--- src/rtl/keypad_hex_entry_if.sv ---
// keypad_hex_entry_if: keypad matrix lines, key events and entry register of the hex keypad front end
interface keypad_hex_entry_if;
    logic [3:0]  row;
    logic [3:0]  col;
    logic        clr;
    logic        key_valid;
    logic [3:0]  key_code;
    logic        key_down;
    logic [15:0] num;
    modport master (input col, clr, output row, key_valid, key_code, key_down, num);
    modport slave (output col, clr, input row, key_valid, key_code, key_down, num);
endinterface

--- src/rtl/keypad_hex_entry.sv ---
// keypad_hex_entry: scans a 4x4 keypad, debounces whole frames and shifts accepted hex codes into num
module keypad_hex_entry #(
    parameter int SCAN_DIV = 2500,
    parameter int DEBOUNCE_FRAMES = 4
) (
    input  logic               clk,
    input  logic               rst,
    keypad_hex_entry_if.master bus
);
    localparam int CW = $clog2(SCAN_DIV);
    localparam logic [3:0] DF = 4'(DEBOUNCE_FRAMES);
    typedef enum logic {IDLE, HELD} state_t;
    typedef enum logic [1:0] {R_NONE, R_SINGLE, R_MULTI} kind_t;
    state_t        state, state_nx;
    kind_t         kind, prev_kind;
    logic [3:0]    col_s1, col_s2;
    logic [CW-1:0] cnt;
    logic [1:0]    r;
    logic [11:0]   acc;
    logic [15:0]   frame_bits;
    logic [4:0]    ones;
    logic [3:0]    code, prev_code, stable_cnt, stable_nx;
    logic          dwell_end, frame_end, accept, release_key;

    assign dwell_end = cnt == CW'(SCAN_DIV - 1);
    assign frame_end = dwell_end && r == 2'd3;
    assign bus.row = ~(4'b0001 << r);

    // two-flop synchroniser on the asynchronous column lines
    always_ff @(posedge clk or posedge rst)
        if (rst) {col_s2, col_s1} <= '0;
        else {col_s2, col_s1} <= {col_s1, bus.col};

    // row dwell counter, row index and shift-in of each row's pressed columns (row 0 ends in [3:0])
    always_ff @(posedge clk or posedge rst)
        if (rst) begin
            cnt <= '0;
            r <= '0;
            acc <= '0;
        end else begin
            cnt <= dwell_end ? '0 : cnt + 1'b1;
            if (dwell_end) begin
                r <= r + 2'd1;
                acc <= {~col_s2, acc[11:4]};
            end
        end

    // classify the frame from rows 0..2 plus the row-3 sample taken this cycle, and the next stable count
    always_comb begin
        frame_bits = {~col_s2, acc};
        ones = '0;
        code = '0;
        for (int i = 0; i < 16; i++)
            if (frame_bits[i]) begin
                ones = ones + 5'd1;
                code = 4'(i);
            end
        kind = ones == 5'd0 ? R_NONE : ones == 5'd1 ? R_SINGLE : R_MULTI;
        if (kind != R_SINGLE) code = '0;
        stable_nx = (stable_cnt != 4'd0 && kind == prev_kind && code == prev_code) ?
                    (stable_cnt == DF ? DF : stable_cnt + 4'd1) : 4'd1;
    end

    // previous frame result and its run length; a zero count marks "no frame since reset"
    always_ff @(posedge clk or posedge rst)
        if (rst) begin
            stable_cnt <= '0;
            prev_kind <= R_NONE;
            prev_code <= '0;
        end else if (frame_end) begin
            stable_cnt <= stable_nx;
            prev_kind <= kind;
            prev_code <= code;
        end

    // press/release state register
    always_ff @(posedge clk or posedge rst)
        if (rst) state <= IDLE;
        else state <= state_nx;

    // accept a debounced single key from IDLE; leave HELD only on a debounced release
    always_comb begin
        accept = frame_end && state == IDLE && kind == R_SINGLE && stable_nx == DF;
        release_key = frame_end && state == HELD && kind == R_NONE && stable_nx == DF;
        state_nx = accept ? HELD : release_key ? IDLE : state;
    end

    // key event outputs and entry register; clr overrides a coincident shift
    always_ff @(posedge clk or posedge rst)
        if (rst) begin
            bus.key_valid <= 1'b0;
            bus.key_code <= '0;
            bus.key_down <= 1'b0;
            bus.num <= '0;
        end else begin
            bus.key_valid <= accept;
            if (accept) bus.key_code <= code;
            bus.key_down <= accept | (bus.key_down & ~release_key);
            bus.num <= bus.clr ? '0 : accept ? {bus.num[11:0], code} : bus.num;
        end
endmodule
--- src/flat_wrapper.sv ---
// flat-port wrapper written by rule: the top's interface ports become plain ports
module keypad_hex_entry_flat 
#(
    parameter int SCAN_DIV = 2500,
    parameter int DEBOUNCE_FRAMES = 4
)
  (clk, rst, bus_col, bus_clr, bus_row, bus_key_valid, bus_key_code, bus_key_down, bus_num);
  keypad_hex_entry_if bus_i ();
  input  logic clk;
  input  logic rst;
  input wire logic [$bits(bus_i.col)-1:0] bus_col;
  input wire logic [$bits(bus_i.clr)-1:0] bus_clr;
  output wire logic [$bits(bus_i.row)-1:0] bus_row;
  output wire logic [$bits(bus_i.key_valid)-1:0] bus_key_valid;
  output wire logic [$bits(bus_i.key_code)-1:0] bus_key_code;
  output wire logic [$bits(bus_i.key_down)-1:0] bus_key_down;
  output wire logic [$bits(bus_i.num)-1:0] bus_num;
  assign bus_i.col = bus_col;
  assign bus_i.clr = bus_clr;
  assign bus_row = bus_i.row;
  assign bus_key_valid = bus_i.key_valid;
  assign bus_key_code = bus_i.key_code;
  assign bus_key_down = bus_i.key_down;
  assign bus_num = bus_i.num;
  keypad_hex_entry #(.SCAN_DIV(SCAN_DIV), .DEBOUNCE_FRAMES(DEBOUNCE_FRAMES)) u_core (.clk(clk), .rst(rst), .bus(bus_i));
endmodule
--- config.mk ---
export PLATFORM = sky130hd
export DESIGN_NAME = keypad_hex_entry_flat
export DESIGN_NICKNAME = d
export VERILOG_FILES = /design/src/rtl/keypad_hex_entry_if.sv /design/src/rtl/keypad_hex_entry.sv /design/src/flat_wrapper.sv
export SDC_FILE = /design/constraint.sdc
export NUM_CORES = 1
export LEC_CHECK = 0
export ABC_AREA = 1
export BUFFER_PORTS_ARGS = -buffer_cell sky130_fd_sc_hd__buf_2
export CAP_MARGIN = 10
export CELL_PAD_IN_SITES_DETAIL_PLACEMENT = 2
export CELL_PAD_IN_SITES_GLOBAL_PLACEMENT = 2
export CORE_MARGIN = 1
export CORE_UTILIZATION = 35
export CTS_CLUSTER_SIZE = 28
export DETAILED_ROUTE_END_ITERATION = 8
export PLACE_DENSITY = 0.81
export SETUP_SLACK_MARGIN = 0.05
export SYNTH_ARGS = -nofsm -noshare
export SYNTH_HDL_FRONTEND = slang
export SYNTH_SLANG_ARGS = --single-unit
--- constraint.sdc ---
create_clock -name clk -period 10.15 [get_ports clk]
set_clock_uncertainty 0.1 [all_clocks]
set_input_delay 2.03 -clock clk [delete_from_list [all_inputs] [get_ports clk]]
set_output_delay 2.03 -clock clk [all_outputs]
set_load 0.02 [all_outputs]
Yosys cells after proc, flatten, opt, wreduce, memory -nomap -nowiden
Index checks and enable logic that the tools add are counted.
{"block": "totals", "register_bits": 67, "in_bits": 7}
{"block": "classes", "n_addsub": 18, "eq_ne": 9, "n_shift": 1, "muxes": 41, "n_bitwise": 6, "reduce_logical": 14}
{"operator": "$mux W5", "count": 15}
{"operator": "$add A5 B1 Y5 const B", "count": 14}
{"operator": "$mux W4", "count": 11}
{"operator": "$mux W16", "count": 2}
{"operator": "$add A12 B1 Y12 const B", "count": 1}
{"operator": "$eq A12 B12 Y1 const B", "count": 1}
{"operator": "$mux W12", "count": 1}
{"operator": "$mux W3", "count": 4}
{"operator": "$logic_and A1 B1 Y1", "count": 9}
{"operator": "$eq A4 B3 Y1 const B", "count": 2}
{"operator": "$mux W2", "count": 4}
{"operator": "$not A4 Y4", "count": 2}
{"operator": "$eq A5 B1 Y1 const B", "count": 1}
{"operator": "$logic_not A5 Y1", "count": 1}
{"operator": "$add A4 B1 Y4 const B", "count": 1}
{"operator": "$eq A4 B4 Y1", "count": 1}
{"operator": "$mux W1", "count": 4}
{"operator": "$reduce_bool A2 Y1", "count": 2}
{"operator": "$reduce_bool A4 Y1", "count": 1}
{"operator": "$shl A1 B2 Y4 const A", "count": 1}
{"operator": "$add A1 B1 Y2 const B", "count": 1}
{"operator": "$add A2 B1 Y2 const B", "count": 1}
{"operator": "$eq A2 B1 Y1 const B", "count": 1}
{"operator": "$eq A2 B2 Y1", "count": 1}
{"operator": "6 further kinds", "count": 7}

Longest topological paths before layout
{"block": "depth", "depth_word": 44, "depth_mapped": 64}

Worst setup path before layout
No wires, ideal clock.
{"block": "synth_timing", "path_type": "register to register", "startpoint": "register u_core.acc[0]", "endpoint": "register u_core.bus.num[8]", "arrival_ns": 8.250, "required_time_ns": 9.932, "path_slack_ns": 1.682, "path_stages_with_launch": 63, "synth_period_minus_slack_ns": 8.468, "path_cell_list": "dfrtp_1 -> inv_1 -> ha_1 -> inv_1 -> nand2_2 -> nand2_1 -> inv_1 -> ha_1 -> nand2_1 -> nand2_1 -> ha_1 -> or2_1 -> nand2_1 -> inv_1 -> ha_1 -> nand2_1 -> nand2_2 -> ha_1 -> [27 not listed] -> o21ai_2 -> ha_1 -> nand2_1 -> nor2_2 -> inv_1 -> a21oi_2 -> nand2_1 -> nor2_4 -> nand4_1 -> nand2_1 -> nand2_1 -> nor2_2 -> nand2_2 -> nor2_4 -> nand4_4 -> buf_6 -> nand2_1 -> o21ai_2"}
{"block": "synth_between", "elab_chain_cells": 42}
{"element": "start: declaration", "line_no": "keypad_hex_entry.sv:19", "rtl": "logic [11:0] acc;"}
{"element": "start signal: assignment", "line_no": "keypad_hex_entry.sv:44", "rtl": "acc <= {~col_s2, acc[11:4]};"}
{"element": "$mux W1 *", "line_no": "keypad_hex_entry.sv:54", "rtl": "if (frame_bits[i]) begin"}
{"element": "$add A1 B1 Y2", "line_no": "keypad_hex_entry.sv:55", "rtl": "ones = ones + 5'd1;"}
{"element": "$mux W5 *", "line_no": "keypad_hex_entry.sv:54"}
{"element": "$add A5 B1 Y5", "line_no": "keypad_hex_entry.sv:55"}
{"element": "$mux W5 *", "line_no": "keypad_hex_entry.sv:54"}
{"element": "$add A5 B1 Y5", "line_no": "keypad_hex_entry.sv:55"}
{"element": "$mux W5 *", "line_no": "keypad_hex_entry.sv:54"}
{"element": "$add A5 B1 Y5", "line_no": "keypad_hex_entry.sv:55"}
{"element": "[26 not listed]"}
{"element": "$ne A2 B1 Y1", "line_no": "keypad_hex_entry.sv:59", "rtl": "if (kind != R_SINGLE) code = '0;"}
{"element": "$mux W4", "line_no": "keypad_hex_entry.sv:59"}
{"element": "$eq A4 B4 Y1", "line_no": "keypad_hex_entry.sv:60", "rtl": "stable_nx = (stable_cnt != 4'd0 && kind == prev_kind && code == prev_code) ?"}
{"element": "$logic_and A1 B1 Y1", "line_no": "keypad_hex_entry.sv:60"}
{"element": "$mux W4", "line_no": "keypad_hex_entry.sv:60"}
{"element": "$eq A4 B3 Y1", "line_no": "keypad_hex_entry.sv:83", "rtl": "accept = frame_end && state == IDLE && kind == R_SINGLE && stable_nx == DF;"}
{"element": "$logic_and A1 B1 Y1 *", "line_no": "keypad_hex_entry.sv:83"}
{"element": "$reduce_bool A2 Y1 (no line) *"}
{"element": "end signal: assignment", "line_no": "keypad_hex_entry.sv:99", "rtl": "bus.num <= bus.clr ? '0 : accept ? {bus.num[11:0], code} : bus.num;"}
{"element": "end: declaration", "line_no": "keypad_hex_entry_if.sv:10", "rtl": "modport master (input col, clr, output row, key_valid, key_code, key_down, num);"}
Every way passes the cells marked *; elsewhere a longest branch is shown, timed or not.
A chain may end at the register's enable or synchronous reset.

Final worst setup path
{"block": "layout_timing", "startpoint": "register u_core.acc[0]", "endpoint": "register u_core.bus.num[3]"}
{"block": "layout_between", "elab_chain_cells": 42}
{"element": "$mux W1 *", "line_no": "keypad_hex_entry.sv:54"}
{"element": "$add A1 B1 Y2", "line_no": "keypad_hex_entry.sv:55"}
{"element": "$mux W5 *", "line_no": "keypad_hex_entry.sv:54"}
{"element": "$add A5 B1 Y5", "line_no": "keypad_hex_entry.sv:55"}
{"element": "$mux W5 *", "line_no": "keypad_hex_entry.sv:54"}
{"element": "$add A5 B1 Y5", "line_no": "keypad_hex_entry.sv:55"}
{"element": "$mux W5 *", "line_no": "keypad_hex_entry.sv:54"}
{"element": "$add A5 B1 Y5", "line_no": "keypad_hex_entry.sv:55"}
{"element": "[26 not listed]"}
{"element": "$ne A2 B1 Y1", "line_no": "keypad_hex_entry.sv:59"}
{"element": "$mux W4", "line_no": "keypad_hex_entry.sv:59"}
{"element": "$eq A4 B4 Y1", "line_no": "keypad_hex_entry.sv:60"}
{"element": "$logic_and A1 B1 Y1", "line_no": "keypad_hex_entry.sv:60"}
{"element": "$mux W4", "line_no": "keypad_hex_entry.sv:60"}
{"element": "$eq A4 B3 Y1", "line_no": "keypad_hex_entry.sv:83"}
{"element": "$logic_and A1 B1 Y1", "line_no": "keypad_hex_entry.sv:83"}
{"element": "$reduce_bool A2 Y1 (no line)"}
Every way passes the cells marked *; elsewhere a longest branch is shown, timed or not. The select of a mux whose other input is x is not followed.

==> summary.txt <==
Outcome
  – Status: completed

Min path
  – Hold Crit Class: flip-flop to flip-flop

Synth
  – Synth Flop Type: dfrtp_1
  – Multiplexer share of the synthesized area: 0
  – Synth Area in XOR/XNOR: 0.01048
  – Syn Std Cell Area: 0.005014 mm²
  – Top post-synthesis cells by area: dfrtp_1 (33%), nand2_1 (14%), inv_1 (9.7%), nand2_2 (6.6%), ha_1 (5.5%)
  – Post-synth EDFFs: 0
  – Post-synth top area share: 0.3344
  – Avg Cell Area, Syn: about 7 µm²
  – Post-Synth Simple-Gate Area: 0.4053
  – Main combinational cell family by area after synthesis: simple AND/OR/NAND/NOR gates
  – Register bit count reported by yosys: between 60 and 70
  – Compound-Gate Fraction of Synth Area: 0.07836
  – Largest area contributor in the netlist: dfrtp_1
  – Synth unique cells: 41
  – Post-Synth Adder-Cell Area: 0.05490
  – Synth warn: 0
  – Syn Nets: around 750
  – Asr flop ratio synth: 1.000
  – Mapped Cells: 718
  – Synth cell count leaders: nand2_1 (192), inv_1 (130), dfrtp_1 (67)
  – Most common cell in the netlist: nand2_1
  – Sequential area share after synthesis: 0.3344

Placed design
  – Port bufs: 32
  – Place WS: ~0.19 ns
  – RD Place Congestion: between 0.8 and 0.9
  – Post-DP HPWL: 11.38 mm
  – DP Area: between 0.005 and 0.006 mm²

Pwr
  – Power per cell area: ~110 mW/mm²
  – Static leakage power: 3.325 nW
  – Worst VDD drop: 0.00009823 V

Die
  – Die Y: 121.7 µm
  – # IOs: 33
  – Std-Cell Core Area: approximately 0.014 mm²
  – Initial Util: 0.3598
  – Row count: between 40 and 50
  – Die extent in x: roughly 120 µm
  – Die footprint: roughly 0.015 mm²

Clock network
  – Reg clk slew, reported paths: approximately 0.060 ns
  – Total CTS buffers: 9
  – Clock Latency Late Sink: around 0.34 ns
  – Clk sink count: 67
  – H-tree depth: 3
  – Root Buffer: clkbuf_16
  – CTS Buffer Depth: 2
  – TritonCTS clock tree: built

Routing
  – Post-route ant nets: 0
  – DR WL/cell: ~18 µm
  – Vias per inst: roughly 5.1
  – Final WL: between 15 and 20 mm
  – Via count: about 4.8k
  – Initial DRC count: between 100 and 150
  – DR DRC count: 0
  – Pre-antenna DRT Iters: 4

Timing
  – Post-layout min period: ~9.6 ns
  – Tcrit/Tclk final: 0.9443
  – WHS: approximately 0.25 ns
  – Max Clock Freq: approximately 0.10 GHz
  – Hold Fails Final Rpt: 0
  – Worst slew pin tran: 0.9460 ns
  – Worst setup margin: roughly 0.57 ns
  – Slew HR: 0.3676
  – Count of pins over their slew limit: 0
  – Final Setup Violations: 0

Layout
  – NumNets Final: a little under 800
  – Final instance area: a little under 0.006 mm²
  – Core Util, Final: 0.4182
  – FF/Latch Area: 0.001677 mm²
  – Filler Cells Inserted: about 1.7k
  – Layout area overhead: 16.22%
  – Antenna cells: 0
  – Footprint of the multi-input gates: about 0.0028 mm²
  – Fraction of layout instances using a drive strength above 1: 0.2289

Global routing
  – Grt ovf: 0
  – Vias in the first global route: around 5.6k
  – Total GRT Usage: 0.2332
  – Pin count of the biggest net entering global routing: 68
  – Global-route wire length before repair: between 20 and 30 mm
  – Antenna violations before repair: 0

Critical path
  – CP Launch Type: flip-flop
  – CP Max Fanout: 15
  – CP Data Required Time: around 10 ns
  – Slowest-stage cell, CP: dfrtp_1
  – Data arrival, critical path: 9.71 ns
  – Critical path's largest stage delay: 0.40 ns
  – Crit path kind: flip-flop to flip-flop
  – Critical Path End Type: flip-flop
  – Critical path's most frequent cell: nand2_1

Run
  – Max-Cap Viols: 0
-- power breakdown --
group          internal, mW  switching, mW  total, mW
Sequential            0.269        0.00200      0.271
Clock                 0.228          0.123      0.352
Combinational        0.0139         0.0318     0.0458
Total                 0.511          0.157      0.668
-- worst paths after layout --
| kind | from | to | slack (ns) | cells after the start |
|---|---|---|---|---|
| max in group asynchronous | rst | u_core.col_s2[2] | 7.51 | 3 |
| min in group asynchronous | rst | u_core.cnt[2] | 1.85 | 3 |
| hold reg to reg | u_core.col_s1[3] | u_core.col_s2[3] | 0.25 | 0 |
| hold / removal | u_core.col_s1[3] | u_core.col_s2[3] | 0.25 | 0 |
| setup / recovery | u_core.acc[0] | u_core.bus.num[3] | 0.57 | 60 |
| setup reg to reg | u_core.acc[0] | u_core.bus.num[3] | 0.57 | 60 |
-- state kept, by name, summed over array words and instances (netlist names) --
name,count
u_core.state,1
u_core.col_s1,4
u_core.bus.key_down,1
u_core.bus.key_code,4
u_core.prev_code,4
u_core.col_s2,4
u_core.bus.key_valid,1
u_core.cnt,12
u_core.stable_cnt,4
u_core.prev_kind,2
u_core.r,2
u_core.bus.num,16
u_core.acc,12
-- through the flow --
stage	std cells	TNS (ns)	total power [mW]
3_3_place_gp	922	0	0.3122
2_1_floorplan	718	0	0.3022
5_1_grt	949	-1.583	0.6874
4_1_cts	939	0	0.6676
6_report	949	0	0.6681
3_5_place_dp	922	0	0.3139
-- timing repair --
action	CTS	global route
setup endpoints to repair	1	26
gates cloned	1	0
hold buffers	0	0
resized for setup	0	8
pin swaps	0	9
setup buffers	0	10
hold endpoints to repair	0	0
-- layout by cell type (no fill, tap or decap), types with 2 or more instances in the layout --
cell / Yosys / routed
a21boi_0: 2 / 2
a31oi_1: 2 / 2
dfrtp_1: 67 / 67
o21ai_1: 5 / 5
buf_2: 2 / 32
buf_12: 0 / 2
nor2_2: 5 / 6
inv_2: 10 / 12
xor2_1: 5 / 5
clkbuf_8: 0 / 2
or2_2: 3 / 3
o21ai_2: 9 / 9
nand2_2: 53 / 54
nor3_1: 6 / 6
clkbuf_16: 0 / 9
nand3_1: 50 / 50
ha_1: 22 / 21
nor2_1: 45 / 43
nand4_1: 15 / 15
nor4_1: 5 / 5
buf_4: 0 / 9
bufinv_16: 0 / 2
inv_1: 130 / 128
nand2_4: 2 / 2
nand3b_1: 4 / 4
o21ai_0: 26 / 26
a21oi_2: 2 / 2
nand2_1: 192 / 191
nand4_4: 1 / 2
a21oi_1: 13 / 13
nor2_4: 2 / 3
nand3_2: 21 / 21
-- per-layer routing --
layer  vias up  track usage  share of wire
li1       2348            -              -
met3        23      0.02762          0.014
met1      2422       0.2694           0.42
met4         0      0.07639          0.024
met2        54       0.4414           0.54
met5         -            0              0
-- logic make-up (layout without fill, tap and decap cells) --
kind of cell / after synthesis / count (layout)
adders and majority gates: 22 / 22
and+or+nand+nor: 409 / 410
DFF: 67 / 67
AOI/OAI and AO/OA: 65 / 65
buffers and inverters: 149 / 199
xor gates and xnor gates: 6 / 6
-- cell type report --
class,instances,share of cell area
clock inverters,4,0.01245
flip-flops and latches,67,0.2877
inverters,140,0.09019
clock buffers,12,0.04402
well taps,180,0.03865
multi-input cells,503,0.4810
repair buffers,43,0.04595
-- critical path: cells and delay by family, from the launching register on --
| family | cells | cell delay, ns |
|---|---|---|
| simple gates | 35 | 4.21 |
| fa+ha+maj | 14 | 3.68 |
| flops | 1 | 0.40 |
| compound gates | 3 | 0.41 |
| buf+inv | 8 | 0.68 |
No activity file was read; power rests on OpenSTA's default activity.
